$ cat config.mk
export PLATFORM = sky130hd
export DESIGN_NAME = y86_decode_stage
export DESIGN_NICKNAME = d
export VERILOG_FILES = /design/src/rtl/y86_decode_stage.sv
export SDC_FILE = /design/constraint.sdc
export NUM_CORES = 1
export LEC_CHECK = 0
export CAP_MARGIN = 20
export CORE_ASPECT_RATIO = 1.1
export CORE_MARGIN = 2
export CORE_UTILIZATION = 48
export CTS_BUF_LIST = sky130_fd_sc_hd__clkbuf_2 sky130_fd_sc_hd__clkbuf_4 sky130_fd_sc_hd__clkbuf_8
export DETAILED_ROUTE_END_ITERATION = 12
export PLACE_DENSITY = 0.93
export SLEW_MARGIN = 20
export SYNTH_ARGS = -nofsm -noshare
export SYNTH_HDL_FRONTEND = slang
export SYNTH_SLANG_ARGS = --single-unit
$ cat constraint.sdc
create_clock -name clock -period 1.67 [get_ports clock]
set_input_delay 0.334 -clock clock [delete_from_list [all_inputs] [get_ports clock]]
set_output_delay 0.334 -clock clock [all_outputs]
set_load 0.01 [all_outputs]
$ cat src/rtl/y86_decode_stage.sv
// Y86 decode stage: D pipeline register, register-file read IDs, E pipeline
// register and sticky machine status (AOK/HLT/INS).
module y86_decode_stage #(
  parameter int         WIDTH = 32,
  parameter logic [3:0] RNONE = 4'hF,
  parameter logic [3:0] RSP   = 4'h4
) (
  input  logic             clock,
  input  logic             reset,
  input  logic             f_valid,
  input  logic [3:0]       f_icode,
  input  logic [3:0]       f_ifun,
  input  logic [3:0]       f_rA,
  input  logic [3:0]       f_rB,
  input  logic [WIDTH-1:0] f_valC,
  input  logic [WIDTH-1:0] f_valP,
  input  logic             d_stall,
  input  logic             d_bubble,
  input  logic             e_bubble,
  output logic             f_ready,
  output logic [3:0]       d_srcA,
  output logic [3:0]       d_srcB,
  output logic             e_valid,
  output logic [3:0]       e_icode,
  output logic [3:0]       e_ifun,
  output logic [WIDTH-1:0] e_valC,
  output logic [WIDTH-1:0] e_valP,
  output logic [3:0]       e_srcA,
  output logic [3:0]       e_srcB,
  output logic [3:0]       e_dstE,
  output logic [3:0]       e_dstM,
  output logic [1:0]       stat
);

  localparam logic [3:0] I_HALT   = 4'h0;
  localparam logic [3:0] I_NOP    = 4'h1;
  localparam logic [3:0] I_RRMOVQ = 4'h2;
  localparam logic [3:0] I_IRMOVQ = 4'h3;
  localparam logic [3:0] I_RMMOVQ = 4'h4;
  localparam logic [3:0] I_MRMOVQ = 4'h5;
  localparam logic [3:0] I_OPQ    = 4'h6;
  localparam logic [3:0] I_CALL   = 4'h8;
  localparam logic [3:0] I_RET    = 4'h9;
  localparam logic [3:0] I_PUSHQ  = 4'hA;
  localparam logic [3:0] I_POPQ   = 4'hB;

  localparam logic [1:0] S_AOK = 2'd0;
  localparam logic [1:0] S_HLT = 2'd1;
  localparam logic [1:0] S_INS = 2'd2;

  logic             r_d_valid;
  logic [3:0]       r_d_icode;
  logic [3:0]       r_d_ifun;
  logic [3:0]       r_d_rA;
  logic [3:0]       r_d_rB;
  logic [WIDTH-1:0] r_d_valC;
  logic [WIDTH-1:0] r_d_valP;
  logic             r_halted;
  logic [1:0]       r_stat;

  logic [3:0] w_srcA;
  logic [3:0] w_srcB;
  logic [3:0] w_dstE;
  logic [3:0] w_dstM;
  logic       w_load_e;

  assign f_ready  = !d_stall && !r_halted;
  assign d_srcA   = w_srcA;
  assign d_srcB   = w_srcB;
  assign stat     = r_stat;
  assign w_load_e = !e_bubble && !r_halted && r_d_valid;

  // Register IDs decoded from the D register; an empty D slot names no register.
  always_comb begin
    w_srcA = RNONE;
    w_srcB = RNONE;
    w_dstE = RNONE;
    w_dstM = RNONE;
    if (r_d_valid) begin
      case (r_d_icode)
        I_RRMOVQ: begin w_srcA = r_d_rA; w_dstE = r_d_rB; end
        I_IRMOVQ: begin w_dstE = r_d_rB; end
        I_RMMOVQ: begin w_srcA = r_d_rA; w_srcB = r_d_rB; end
        I_MRMOVQ: begin w_srcB = r_d_rB; w_dstM = r_d_rA; end
        I_OPQ:    begin w_srcA = r_d_rA; w_srcB = r_d_rB; w_dstE = r_d_rB; end
        I_CALL:   begin w_srcB = RSP;    w_dstE = RSP; end
        I_RET:    begin w_srcA = RSP;    w_srcB = RSP;    w_dstE = RSP; end
        I_PUSHQ:  begin w_srcA = r_d_rA; w_srcB = RSP;    w_dstE = RSP; end
        I_POPQ:   begin w_srcA = RSP;    w_srcB = RSP;    w_dstE = RSP; w_dstM = r_d_rA; end
        default:  begin w_srcA = RNONE; end
      endcase
    end else begin
      w_srcA = RNONE;
    end
  end

  // D pipeline register: stall beats bubble; a halted machine only takes bubbles.
  always_ff @(posedge clock or negedge reset) begin
    if (!reset) begin
      r_d_valid <= 1'b0;
      r_d_icode <= I_NOP;
      r_d_ifun  <= 4'h0;
      r_d_rA    <= RNONE;
      r_d_rB    <= RNONE;
      r_d_valC  <= '0;
      r_d_valP  <= '0;
    end else if (d_stall) begin
      r_d_valid <= r_d_valid;
    end else if (d_bubble || r_halted || !f_valid) begin
      r_d_valid <= 1'b0;
      r_d_icode <= I_NOP;
      r_d_ifun  <= 4'h0;
      r_d_rA    <= RNONE;
      r_d_rB    <= RNONE;
      r_d_valC  <= '0;
      r_d_valP  <= '0;
    end else begin
      r_d_valid <= 1'b1;
      r_d_icode <= f_icode;
      r_d_ifun  <= f_ifun;
      r_d_rA    <= f_rA;
      r_d_rB    <= f_rB;
      r_d_valC  <= f_valC;
      r_d_valP  <= f_valP;
    end
  end

  // E pipeline register and status; a halting instruction still enters E.
  always_ff @(posedge clock or negedge reset) begin
    if (!reset) begin
      e_valid  <= 1'b0;
      e_icode  <= I_NOP;
      e_ifun   <= 4'h0;
      e_valC   <= '0;
      e_valP   <= '0;
      e_srcA   <= RNONE;
      e_srcB   <= RNONE;
      e_dstE   <= RNONE;
      e_dstM   <= RNONE;
      r_stat   <= S_AOK;
      r_halted <= 1'b0;
    end else if (w_load_e) begin
      e_valid <= 1'b1;
      e_icode <= r_d_icode;
      e_ifun  <= r_d_ifun;
      e_valC  <= r_d_valC;
      e_valP  <= r_d_valP;
      e_srcA  <= w_srcA;
      e_srcB  <= w_srcB;
      e_dstE  <= w_dstE;
      e_dstM  <= w_dstM;
      if (r_d_icode == I_HALT) begin
        r_stat   <= S_HLT;
        r_halted <= 1'b1;
      end else if (r_d_icode > I_POPQ) begin
        r_stat   <= S_INS;
        r_halted <= 1'b1;
      end else begin
        r_stat   <= r_stat;
        r_halted <= r_halted;
      end
    end else begin
      e_valid <= 1'b0;
      e_icode <= I_NOP;
      e_ifun  <= 4'h0;
      e_valC  <= '0;
      e_valP  <= '0;
      e_srcA  <= RNONE;
      e_srcB  <= RNONE;
      e_dstE  <= RNONE;
      e_dstM  <= RNONE;
    end
  end

endmodule

# Word-level counts from Yosys, hierarchy flattened
# Cells that the tools add are included.
[totals] regBits=173 in_bits=86 out_inout_bits=100
[op_classes] magnitude_cmp=1 n_eq_ne=9 muxes=28 reduce_logical=18
[ops] op="$mux 32" count=4
[ops] op="$mux 4" count=15
[ops] op="$pmux 4 s2" count=3
[ops] op="$eq 4x4->1 const B" count=4
[ops] op="$eq 4x3->1 const B" count=3
[ops] op="$eq 4x2->1 const B" count=2
[ops] op="$reduce_or 4->1" count=2
[ops] op="$reduce_or 3->1" count=2
[ops] op="$gt 4x4->1 const B" count=1
[ops] op="$logic_not 1->1" count=4
[ops] op="$logic_not 4->1" count=1
[ops] op="$mux 1" count=4
[ops] op="$mux 2" count=2
[ops] op="$reduce_or 2->1" count=2
[ops] op="$logic_and 1x1->1" count=3
[ops] op="$logic_or 1x1->1" count=2
[ops] op="$reduce_and 2->1" count=1
[ops] op="$reduce_bool 2->1" count=1

# Logic depth before layout (Yosys ltp)
[logic_depth] ltp_word=5 ltp_mapped=4 ltp_nobuf=3

# Worst setup path after synthesis
# No wires, ideal clock.
[synth_timing] path_kind="flip-flop to output port" start="register r_d_icode[0]" end="output port d_srcB[0]" t_arrival_ns=1.177 slack_ns=0.159 path_stages_with_launch=5 cell_sequence="dfstp_2 clkbuf_1 and2_1 o31ai_1 nand2_1"
[synth_between] elab_chain_cells=4
[synth_lines] element="from (decl)" line="52" source="logic [3:0] r_d_icode;"
[synth_lines] element="from (signal assigned)" line="119" source="r_d_icode <= f_icode;"
[synth_lines] element="$eq 4x4->1 or $eq 4x3->1 (tied branches)" line="80" source="case (r_d_icode)"
[synth_lines] element="$reduce_or 4->1 (no line) or $reduce_or 3->1 (tied branches)"
[synth_lines] element="$pmux 4 s2 *" line="80"
[synth_lines] element="$mux 4 *" line="79" source="if (r_d_valid) begin"
[synth_lines] element="to (decl)" line="22" source="output logic [3:0] d_srcB,"
# Mark *: on every way between the ends. The rest lies on a longest branch, timed or not.

# Worst setup path in the final report
[layout_timing] start="register r_d_icode[2]" end="output port d_srcA[0]"
[layout_between] elab_chain_cells=4
[layout_lines] element="$eq 4x4->1, or another cell as far along" line="80"
[layout_lines] element="$reduce_or 4->1 (no line) or $reduce_or 2->1 (tied branches)"
[layout_lines] element="$pmux 4 s2 *" line="80"
[layout_lines] element="$mux 4 *" line="79"
[layout_lines] element="to (decl)" line="21" source="output logic [3:0] d_srcA,"
# Marked as above.

==> metrics.cfg <==
[worst_setup_path]
required_ns=1.34
worstSetupStartpoint=r_d_icode[2]
crit_path_top_delay_cell=dfrtp_2
crit_path_end=d_srcA[0]
cp_max_fo=4
worstPathArrival_ns=1.76
rrSetupSlack_ns=0.03
worstSetupPathType=reg2out
cp_top_family=buffers and inverters
crit_path_cell_trace=buf_6, nand3b_1, buf_6, o41ai_4, nand2_1, buf_6
worst-path-stages=6
endpoint_kind=output port
r2r_end=e_srcA[2]
cpPeakStageDelay_ns=0.44
worst-path-buf-inv=3
reg2reg_depth=4
start_kind=flop
rr_startpoint=r_d_valid
path_common_cell=buf_6

[grt]
grt_usage=0.2346
grt_pass1_wl_microns=24230
grt_max_degree=53
overflow=0
grt_pass1_vias=4654
antenna_found_initial=0

[sta]
worst_pin_slew_ns=0.5594
period_minus_slack_ns=2.093
hold_violations=0
rsz0062_at_grt=yes
fin_ws_ns=-0.4227
clock_skew_ns=0.008256
slew_viol_final=0
fin_setup_tns_ns=-2.567
setup_viol=8
period_share=1.253
max_freq_mhz=477.9
slew_headroom=0.6271

[synth]
ys_warn_count=0
async_flop_share=1.000
synth_compound_area_frac=0.1294
syn_inst=437
synth-adder-area-share=0
ys.flop_type=dfrtp_1
synth_edf_count=0
synth_mux_area_frac=0
synth_xor_area_frac=0
seq_area_frac_synth=0.7138
ys_types=32
syn_avg_cell_area_sq_um=13.98
synthSimpleGateAreaFrac=0.1202
syn_area_sq_um=6111
ys_seq_elements=173
syn-num-nets=523
synth_top_family_by_area=compound AO/OA/AOI/OAI gates

[power]
switching_share=0.2366
p_int_uw=6406
p_clk_frac=0.354
leakagePower_uw=0.004568
comb_power_share=0.113
peakVddDrop_mv=0.6189
power_switching_uw=1986
p_per_area_nw_per_um2=946.1
power_frac_seq=0.533

[run_status]
status=complete, but fails checks
violations=negative setup slack

[detailed_routing]
wl_microns=15800
drt_pass1_iterations=5
vias_per_cell=5.297
wl_met3_microns=1123
drtIter0Drc=349
drc_errors=0
route.met2.wl_microns=8264
met1_length_microns=5899
top_layer_used=met4
routedWlPerCell_microns=19.08
dr_total_vias=4386
antenna_left=0

[cells_and_area]
area_growth_pct=45.15
layout_commonest_cell=dfrtp_1
num-nets-final=745
diodes=0
final_cell_mix=dfrtp_1 (143), dlygate4sd2_1 (91), clkdlybuf4s50_1 (83), and2_1 (72), a22o_1 (71)
final_layout_size_suffix_gt1_frac=0.1997
fillers=850
final_cell_count_no_fill=828

[clock_tree]
cts_max_level=4
cts_tree=built
insertion_delay_ns=0.44
clk_path_buf_depth=2
cts.sinks=173
root_buffer=clkbuf_8
cts.clk_slew.worst_paths_ns=0.09
cts_inserted_buffers=17

[floorplanning]
start_util=0.4875
num_io_pins=186
die_y_microns=122.3
rows=43
core-area_sq_um=12540
fp.dieW_microns=111.6
die-area_sq_um=13650

[flow_run]
drv_cap=0

[placement]
port_buffers=185
place_inst=777
hpwl_microns=10470
pre_cts_slack_ns=-0.2971
routabilityCongestion=0.8261

[worst_hold_path]
hold_class=in2async

[per-stage QoR]
stage	power, uW	utilization	area [sq um]	hold slack, ns
floorplan	4847	-	6111	0.03841
finish	8392	0.7076	8870	0.3682
global placement	5347	0.6635	8318	0.2721
detailed placement	5398	0.6635	8318	0.2749
CTS	8438	0.7031	8813	0.3372
global route	8732	0.7076	8870	0.3709
[synthesized netlist by cell type (2+ instances only)]
master | number | area, sq um
o41ai_1 | 3 | 26.28
and2_1 | 74 | 462.9
a21o_1 | 3 | 22.52
dfstp_2 | 26 | 683.2
nand3_1 | 2 | 10.01
a21oi_1 | 10 | 50.05
nand4_1 | 2 | 12.51
nor2_1 | 14 | 52.55
clkbuf_1 | 12 | 45.04
dfrtp_1 | 147 | 3679
nand2_1 | 19 | 71.32
nand2b_1 | 7 | 43.79
a22o_1 | 71 | 621.9
o31ai_1 | 3 | 22.52
buf_2 | 11 | 55.05
o21ai_0 | 2 | 10.01
inv_1 | 10 | 37.54
buf_6 | 7 | 78.83
[registers in the layout, indices dropped and copies added (netlist names), 4 cells and up]
signal / flops
e_dstE: 4
e_dstM: 4
e_icode: 4
e_ifun: 4
e_srcA: 4
e_srcB: 4
e_valC: 32
e_valP: 32
r_d_icode: 4
r_d_ifun: 4
r_d_rA: 4
r_d_rB: 4
r_d_valC: 32
r_d_valP: 32
[routing by layer]
layer	up-vias	track usage
met1	2187	0.2727
li1	1935	-
met3	37	0.07111
met2	227	0.3948
met4	0	0.1265
met5	-	0
[cell families after synthesis]
family / after synthesis
compound gates: 97
simple gates: 126
flops: 173
buf+inv: 41
[how the worst min path moves through the flow]
stage / endpoint / depth (start not counted)
2_1_floorplan: e_icode[1] / 0
3_3_place_gp: e_valC[23] / 1
3_5_place_dp: e_ifun[2] / 1
4_1_cts: r_d_valC[30] / 2
5_1_grt: r_d_valC[30] / 2
6_report: r_d_valC[26] / 2
[worst reg2reg max path: cells and delay by family (launching register included)]
kind	cells	cell delay, ns
DFF	1	0.64
buffers and inverters	2	0.44
and+or+nand+nor	2	0.45
[repair_timing]
item,CTS,global route
pin swaps,8,4
buffers inserted,13,6
gates resized for setup,148,6
setup endpoints to repair,100,9
endpoints found under the hold margin,23,0
hold buffers,1,0
cloned,0,0
[cell type report]
| type | instances | area (sq um) | share of cell area |
|---|---|---|---|
| repair buffers | 234 | 2207 | 0.2488 |
| multi-input cells | 223 | 1655 | 0.1866 |
| inverters | 10 | 37.54 | 0.004232 |
| clock buffers | 20 | 262.8 | 0.02962 |
| well taps | 157 | 196.4 | 0.02215 |
| flip-flops and latches | 173 | 4367 | 0.4923 |
| clock inverters | 11 | 143.9 | 0.01622 |
[power by group through the flow]
| stage | logic, uW | clock network (uW) | registers [uW] |
|---|---|---|---|
| floorplan | 323 | 0 | 4520 |
| global placement | 807 | 0 | 4540 |
| detailed placement | 841 | 0 | 4560 |
| CTS | 922 | 3050 | 4470 |
| global route | 1010 | 3230 | 4490 |
| finish | 944 | 2970 | 4480 |
Note: power is estimated with default switching activity, not from simulation.
